### config.mk
export PLATFORM = sky130hd
export DESIGN_NAME = ex_muldiv
export DESIGN_NICKNAME = d
export VERILOG_FILES = /design/src/rtl/ex_muldiv_pkg.sv /design/src/rtl/ex_muldiv.sv
export SDC_FILE = /design/constraint.sdc
export NUM_CORES = 1
export LEC_CHECK = 0
export CAP_MARGIN = 20
export CELL_PAD_IN_SITES_DETAIL_PLACEMENT = 0
export CELL_PAD_IN_SITES_GLOBAL_PLACEMENT = 1
export CORE_MARGIN = 4
export CORE_UTILIZATION = 53
export CTS_CLUSTER_SIZE = 28
export DETAILED_ROUTE_END_ITERATION = 8
export DONT_BUFFER_PORTS = 1
export GPL_ROUTABILITY_DRIVEN = 0
export PLACE_DENSITY_LB_ADDON = 0.08
export SLEW_MARGIN = 20
export SYNTH_ARGS = -nofsm -noshare
export SYNTH_HDL_FRONTEND = slang
export SYNTH_SLANG_ARGS = --single-unit
### constraint.sdc
create_clock -name clk -period 19.8 [get_ports clk]
set_input_delay 5.94 -clock clk [delete_from_list [all_inputs] [get_ports clk]]
set_output_delay 5.94 -clock clk [all_outputs]
set_load 0.01 [all_outputs]
### src/rtl/ex_muldiv_pkg.sv
// Shared types and constants for the execute-stage RV32M multiply/divide unit.
package ex_muldiv_pkg;

  typedef enum logic [2:0] {
    MUL    = 3'd0,
    MULH   = 3'd1,
    MULHSU = 3'd2,
    MULHU  = 3'd3,
    DIV    = 3'd4,
    DIVU   = 3'd5,
    REM    = 3'd6,
    REMU   = 3'd7
  } muldiv_op_e;

  typedef enum logic [1:0] {
    IDLE = 2'd0,
    CALC = 2'd1,
    DONE = 2'd2
  } muldiv_state_e;

  localparam logic [31:0] DIV_OVF_DIVIDEND = 32'h8000_0000;

endpackage

### src/rtl/ex_muldiv.sv
// Iterative RV32M multiply/divide: shift-add multiply, restoring divide, one bit per cycle (EX_MULDIV_EARLY_OUT_EN: zero/overflow early-out).
// Latency: done pulses WordSize+1 cycles after start; 2 cycles for zero/overflow cases with EX_MULDIV_EARLY_OUT_EN.
// Backpressure: busy stalls IF/ID/EX; start is ignored unless idle; flush aborts with no done pulse.
module ex_muldiv
  import ex_muldiv_pkg::*;
#(
  parameter int WordSize = 32
) (
  input  logic                clk,
  input  logic                rstn,
  input  logic                start,
  input  logic [2:0]          op,
  input  logic [WordSize-1:0] a,
  input  logic [WordSize-1:0] b,
  input  logic [4:0]          rdn_in,
  input  logic                flush,
  output logic                busy,
  output logic                done,
  output logic [WordSize-1:0] result,
  output logic [4:0]          rdn
);

  localparam int              CntW    = $clog2(WordSize);
  localparam logic [CntW-1:0] LastCnt = CntW'(WordSize - 1);

  muldiv_state_e         state_q, state_d;
  muldiv_op_e            op_q, op_in;
  logic [CntW-1:0]       cnt_q;
  logic [4:0]            rdn_q;
  logic                  neg_q;
  logic [WordSize-1:0]   hi_q, lo_q, b_q;

  logic                  accept, last, is_div;
  logic [WordSize-1:0]   abs_a, abs_b, ld_a, ld_b;
  logic                  ld_neg;
  logic [WordSize:0]     add_a, add_b;
  logic [WordSize+1:0]   add_sum;
  logic [WordSize-1:0]   hi_nx, lo_nx;
  logic [2*WordSize-1:0] prod_fin;
  logic [WordSize-1:0]   quo_fin, rem_fin, res_calc;

  assign op_in  = muldiv_op_e'(op);
  assign accept = (state_q == IDLE) && start && !flush;
  assign last   = (cnt_q == LastCnt);
  assign is_div = op_q inside {DIV, DIVU, REM, REMU};
  assign busy   = (state_q == CALC);
  assign done   = (state_q == DONE);

  // Divide-by-zero keeps the raw dividend and no sign: the restoring loop
  // then naturally yields quotient all-ones and remainder equal to a.
  always_comb begin
    abs_a  = a[WordSize-1] ? -a : a;
    abs_b  = b[WordSize-1] ? -b : b;
    ld_a   = a;
    ld_b   = b;
    ld_neg = 1'b0;
    case (op_in)
      MULH: begin
        ld_a   = abs_a;
        ld_b   = abs_b;
        ld_neg = a[WordSize-1] ^ b[WordSize-1];
      end
      MULHSU: begin
        ld_a   = abs_a;
        ld_neg = a[WordSize-1];
      end
      DIV: if (b != '0) begin
        ld_a   = abs_a;
        ld_b   = abs_b;
        ld_neg = a[WordSize-1] ^ b[WordSize-1];
      end
      REM: if (b != '0) begin
        ld_a   = abs_a;
        ld_b   = abs_b;
        ld_neg = a[WordSize-1];
      end
      default: ;
    endcase
  end

  // One shared adder: hi + b for multiply, {rem,next bit} - b for divide.
  always_comb begin
    add_a   = is_div ? {hi_q, lo_q[WordSize-1]} : {1'b0, hi_q};
    add_b   = is_div ? ~{1'b0, b_q} : {1'b0, b_q};
    add_sum = {1'b0, add_a} + {1'b0, add_b} + (WordSize+2)'(is_div);
    if (is_div) begin
      hi_nx = add_sum[WordSize+1] ? add_sum[WordSize-1:0] : {hi_q[WordSize-2:0], lo_q[WordSize-1]};
      lo_nx = {lo_q[WordSize-2:0], add_sum[WordSize+1]};
    end else if (lo_q[0]) begin
      hi_nx = add_sum[WordSize:1];
      lo_nx = {add_sum[0], lo_q[WordSize-1:1]};
    end else begin
      hi_nx = {1'b0, hi_q[WordSize-1:1]};
      lo_nx = {hi_q[0], lo_q[WordSize-1:1]};
    end
  end

  always_comb begin
    prod_fin = neg_q ? -{hi_nx, lo_nx} : {hi_nx, lo_nx};
    quo_fin  = neg_q ? -lo_nx : lo_nx;
    rem_fin  = neg_q ? -hi_nx : hi_nx;
    case (op_q)
      MUL:                 res_calc = prod_fin[WordSize-1:0];
      MULH, MULHSU, MULHU: res_calc = prod_fin[2*WordSize-1:WordSize];
      DIV, DIVU:           res_calc = quo_fin;
      default:             res_calc = rem_fin;
    endcase
  end

`ifdef EX_MULDIV_EARLY_OUT_EN
  localparam logic [WordSize-1:0] MinNeg = {1'b1, {(WordSize-1){1'b0}}};

  logic                early_hit;
  logic [WordSize-1:0] early_res;

  always_comb begin
    early_hit = 1'b0;
    early_res = '0;
    if ((op_in inside {DIV, DIVU, REM, REMU}) && b == '0) begin
      early_hit = 1'b1;
      early_res = (op_in inside {DIV, DIVU}) ? {WordSize{1'b1}} : a;
    end else if ((op_in == DIV || op_in == REM) && a == MinNeg && b == {WordSize{1'b1}}) begin
      early_hit = 1'b1;
      early_res = (op_in == DIV) ? MinNeg : '0;
    end else if (!(op_in inside {DIV, DIVU, REM, REMU}) && (a == '0 || b == '0)) begin
      early_hit = 1'b1;
    end
  end
`endif

  always_ff @(posedge clk or negedge rstn) begin
    if (!rstn) state_q <= IDLE;
    else       state_q <= state_d;
  end

  always_comb begin
    state_d = state_q;
    case (state_q)
      IDLE: if (accept) begin
`ifdef EX_MULDIV_EARLY_OUT_EN
        state_d = early_hit ? DONE : CALC;
`else
        state_d = CALC;
`endif
      end
      CALC:    if (last) state_d = DONE;
      DONE:    state_d = IDLE;
      default: state_d = IDLE;
    endcase
    if (flush) state_d = IDLE;
  end

  always_ff @(posedge clk or negedge rstn) begin
    if (!rstn) begin
      op_q   <= MUL;
      cnt_q  <= '0;
      rdn_q  <= '0;
      neg_q  <= 1'b0;
      hi_q   <= '0;
      lo_q   <= '0;
      b_q    <= '0;
      result <= '0;
      rdn    <= '0;
    end else if (accept) begin
      op_q  <= op_in;
      rdn_q <= rdn_in;
      cnt_q <= '0;
      hi_q  <= '0;
      lo_q  <= ld_a;
      b_q   <= ld_b;
      neg_q <= ld_neg;
`ifdef EX_MULDIV_EARLY_OUT_EN
      if (early_hit) begin
        result <= early_res;
        rdn    <= rdn_in;
      end
`endif
    end else if (state_q == CALC && !flush) begin
      hi_q  <= hi_nx;
      lo_q  <= lo_nx;
      cnt_q <= cnt_q + CntW'(1);
      if (last) begin
        result <= res_calc;
        rdn    <= rdn_q;
      end
    end
  end

endmodule
# After elaboration in Yosys (flattened, before gate mapping)
# Index checks and enable logic that the tools add are counted.
# word_totals
ff_bits	149
out_inout_bits	39
inputBits	76
wordCells	82
# classes
reduce_logical	15
bitwise	3
n_eq_ne	16
n_addsub	8
mux	30
# op_table
op	count
two-way mux 32 bit	15
negation 32 bit	4
case mux 32 bit (2 select lines)	2
case mux 32 bit (3 select lines)	1
two-way mux 33 bit	2
two-way mux 64 bit	1
negation 64 bit	1
adder 33 x 33 -> 34 bit	1
adder 34 x 1 -> 34 bit	1
inverter 32 -> 33 bit	1
nonzero test 32 bit	1
== test 3 bit (second input constant)	6
two-way mux 5 bit	2
== test 3 x 2 -> 1 bit (second input constant)	3
== test 3 x 1 -> 1 bit (second input constant)	2
two-way mux 2 bit	3
OR reduction 2 bit	3
adder 5 x 1 -> 5 bit (second input constant)	1
== test 5 bit (second input constant)	1
case mux 1 bit (4 select lines)	1
case mux 2 bit (2 select lines)	1
nonzero test 4 bit	1
logical AND 1 bit	3
logical NOT 3 bit	1
other kinds (13)	14

# Logic depth before layout (Yosys ltp)
# logic_depth
depth_word	10
ltp_mapped	35
mapped_depth_nobuf	22

# Least setup slack after synthesis
# No wires, ideal clock.
# synth_path
path_kind	input to register
startpoint	input b[17]
endpoint	register lo_q[21]
path_stages	14
required_ps	19673
arrival_time_ps	8766
setup_slack_ps	10907
n_path_buf	1
setup_time_ps	127
path_cell_list	or3_1 -> or3_1 -> nor3_1 -> nand2b_1 -> nor4_1 -> nand2_1 -> nor2_1 -> a211oi_1 -> nor2_1 -> clkbuf_1 -> nor2_1 -> a32o_1 -> a221oi_1 -> nor2_1
# synth_between
elab_chain_len	4
# synth_lines
item	line	rtl
from (decl)	ex_muldiv.sv:14	input logic [WordSize-1:0] b,
nonzero test 32 bit	ex_muldiv.sv:67, ex_muldiv.sv:72	
two-way mux 32 bit	ex_muldiv.sv:67, ex_muldiv.sv:72	
case mux 32 bit (2 select lines)	ex_muldiv.sv:57	case (op_in)
two-way mux 32 bit	ex_muldiv.sv:164	end else if (accept) begin
to (signal assigned)	ex_muldiv.sv:169	lo_q <= ld_a;
to (signal assigned)	ex_muldiv.sv:180	lo_q <= lo_nx;
to (decl)	ex_muldiv.sv:31	logic [WordSize-1:0] hi_q, lo_q, b_q;
# Every way passes these cells.
# A chain may end at the register's enable or synchronous reset.

# Worst setup path in the final report
# Ends and elaborated chain as after synthesis.

==> summary.md <==
| Metric | Value |
|---|---|
| Outcome | `finished clean` |
| CTS buffer count | `17` |
| Min-Delay Path Class | `reg2reg` |
| Placed instance count | `around 2000` |
| Endpoint class of the critical path | `register` |
| P_leak | `about 0.0059 µW` |
| Crit-path cells | `or3_1 -> or3_1 -> nor3_1 -> nand2b_1 -> nor4_1 -> nand2_1 -> nor2_1 -> a211oi_1 -> nor2_1 -> nor2_1 -> a32o_1 -> a221oi_1 -> nor2_1` |
| Required @ worst endpoint | `20.13 ns` |
| Syn_nets | `around 1900` |
| Most frequent cells in the layout | `nand2_1, o21ai_0, dfrtp_1` |
| Cts hold-fix bufs | `0` |
| Endpoints failing setup | `0` |
| Fin cells | `2058` |
| Clk sinks | `149` |
| Sequential Power Share | `0.191` |
| Core area | `25400 µm²` |
| # IOs | `115` |
| CP peak stage delay | `between 0.5 and 0.6 ns` |
| Final net count | `1829` |
| CP top delay family | `simple AND/OR/NAND/NOR gates` |
| Area Growth Syn to Fin | `4.89%` |
| Largest family of logic cells by synthesized area | `compound AO/OA/AOI/OAI gates` |
| Switching Fraction | `0.546` |
| Residual DRC | `0` |
| Num rows | `58` |
| Share of layout cells above drive strength 1 | `0.0741` |
| Vias/cell | `6.59` |
| Synth top area share | `0.270` |
| Ant. Diodes | `0` |
| Cell taking the most area after synthesis | `dfrtp_1` |
| Slew HR | `0.245` |
| Die Area | `roughly 29000 µm²` |
| Number of synthesized register bits | `around 150` |
| Tcrit/Tclk final | `0.459` |
| DR WL/cell | `22.6 µm` |
| Compound-gate portion of the synthesized area | `0.276` |
| RSZ-0062 raised after global routing | `no` |
| Setup Buffers After CTS | `0` |
| Largest net degree at the start of global routing | `150` |
| PostCTS Resize Cnt | `0` |
| PwrDens | `~160 nW/µm²` |
| Post-synthesis simple-gate area fraction | `0.218` |
| Crit-path slowest cell | `nor2_1` |
| Worst VDD drop | `0.0000896 V` |
| Starting Density | `0.545` |
| Post-synthesis mux area share | `0.0430` |
| Adder-cell area share of the yosys netlist | `0.0349` |
| Seq/Total Area, Yosys | `0.270` |
| Crit-path most repeated cell | `nor2_1` |
| Max clock buf depth | `2` |
| Clk Latency, worst-skew pair | `0.44 ns` |
| Ys Warns | `0` |
| Reg clk slew, reported paths | `~0.070 ns` |
| Crit Path Class | `in2reg` |
| F_max | `110 MHz` |
| Die width | `170 µm` |
| Combinational Power Share | `0.670` |
| Commonest non-fill, non-tap cell in the layout | `nand2_1` |
| Fillers | `2449` |
| Post-synth EDFFs | `0` |
| Final Core Density | `0.571` |
| CP Buf/Inv Count | `0` |
| Final instance area | `14500 µm²` |
| Final HPWL DP | `34700 µm` |
| Prevailing post-synth register cell | `dfrtp_1` |
| GRT Residual Overflow | `0` |
| Syn avg cell area | `7.75 µm²` |
| Final Skew | `0.0132 ns` |
| H-tree depth | `4` |
| Overall Global Routing Usage | `0.319` |
| Multi-input logic area | `9430 µm²` |
| First-pass GRT wire length | `72700 µm` |
| TritonCTS clock tree | `yes` |
| Worst Setup Start Kind | `input port` |
| Minimum clock period | `approximately 9.1 ns` |
| Xor/xnor cell area share of the yosys netlist | `0.109` |
| Highest net fanout along the worst path | `12` |
| Reg area | `3730 µm²` |
| Final Hold Fails | `0` |
| Max-cap check violation count | `0` |
| DIE HEIGHT | `170 µm` |
| WHS | `roughly 0.47 ns` |
| Initial antenna violation count | `0` |
| Netlist cell types | `105` |
| Routed WL | `46500 µm` |
| Fin. max-slew vios | `0` |
| Port Buffers | `0` |
| Area after DPL | `about 14000 µm²` |
| Ys async rst share | `1.00` |
| Sw Pwr | `1300 µW` |
| Share of total power in the clock network | `0.140` |
| Root buffer cell | `clkbuf_16` |
| Total iterations of the first detailed-routing run | `6` |
| DR vias | `13600` |
| Iter 0 DRT Violations | `around 1700` |
| P_int | `between 1000 and 1500 µW` |
| Worst Tran Pin Value | `between 1 and 1.5 ns` |
| Detail Route Antenna Nets | `0` |
| Vias in the first global route | `roughly 13000` |
| Synthesized area | `13800 µm²` |
| Top cells by area, synth | `dfrtp_1, nand2_1, o21ai_0, xor2_1, xnor2_1` |
| Synth Instances | `~1800` |
| Worst EP arrival | `9.42 ns` |
| Setup_tns | `0 ns` |
==> sequential cells by signal, summed over array words and instances, names as in the netlist <==
| register | cells |
|---|---|
| rdn_q | 5 |
| lo_q | 32 |
| rdn | 5 |
| op_q | 3 |
| neg_q | 1 |
| hi_q | 32 |
| state_q | 2 |
| result | 32 |
| cnt_q | 5 |
| b_q | 32 |
==> layout make-up <==
cell class                 instances  share of cell area
clock buffer                      18              0.0303
clock inverter                    14             0.00940
inverter                          47              0.0122
multi-input combinational       1476               0.650
sequential                       149               0.257
tap                              330              0.0285
timing repair buffer              24              0.0124
==> path summary, 6_finish.rpt <==
check | startpoint | slack, ns | cells past startpoint | end
worst max-delay path | b[17] | 10.71 | 13 | lo_q[21]$_DFFE_PN0P_
worst min-delay path | rdn_q[3]$_DFFE_PN0P_ | 0.47 | 2 | rdn[3]$_DFFE_PN0P_
worst max register to register | op_q[2]$_DFFE_PN0P_ | 12.44 | 22 | result[30]$_DFFE_PN0P_
worst min register to register | rdn_q[3]$_DFFE_PN0P_ | 0.47 | 2 | rdn[3]$_DFFE_PN0P_
max in group asynchronous | rstn | 14.28 | 0 | op_q[2]$_DFFE_PN0P_
min in group asynchronous | rstn | 5.21 | 0 | hi_q[13]$_DFFE_PN0P_
==> worst min-delay path: cells and delay by family (launching register included) <==
kind,cells,cell delay (ns)
DFF,1,0.35
and+or+nand+nor,2,0.09
==> logic make-up (layout without fill, tap and decap cells) <==
group,after synthesis,count (layout)
AND/OR/NAND/NOR,643,643
AO/OA/AOI/OAI,566,566
XOR/XNOR,172,172
buffers and inverters,159,103
flip-flops,149,149
multiplexers,57,57
adder cells (fa/ha/maj),38,38
==> power by group through the flow <==
| stage | clock network (µW) | registers [µW] | logic, µW |
|---|---|---|---|
| floorplan | 0 | 424 | 1150 |
| global placement | 0 | 456 | 1530 |
| detailed placement | 0 | 458 | 1540 |
| CTS | 338 | 453 | 1550 |
| global route | 350 | 466 | 1720 |
| finish | 334 | 456 | 1600 |
==> synth_stat cells (all sizes together), types with 14 or more instances <==
library cell and instances:
ha 37, o31ai 28, buf 42, o22ai 24
mux2i 43, clkbuf 70, o41ai 14, or3 14
xnor2 74, xor2 98, a31oi 14, inv 45
and3 16, nand3 20, a211oi 18, nor3 51
o21ai 199, nor2 143, nand4 20, a21oi 100
a221oi 27, o211ai 25, nand2 286, a22oi 15
dfrtp 149, mux2 14
==> per-layer routing <==
metal  vias up  share of wire  track usage
met3        94          0.093       0.0617
met1      6436           0.46        0.478
met5         -              0            0
li1       6366              -            -
met4         0          0.027       0.0931
met2       666           0.42        0.466
==> metrics by stage <==
step / total power (µW) / worst slack (ns)
2_1_floorplan: 1580 / 10.91
3_3_place_gp: 1990 / 10.31
3_5_place_dp: 2000 / 10.25
4_1_cts: 2340 / 10.71
5_1_grt: 2530 / 10.20
6_report: 2390 / 10.71
No activity file was read; power rests on OpenSTA's default activity.
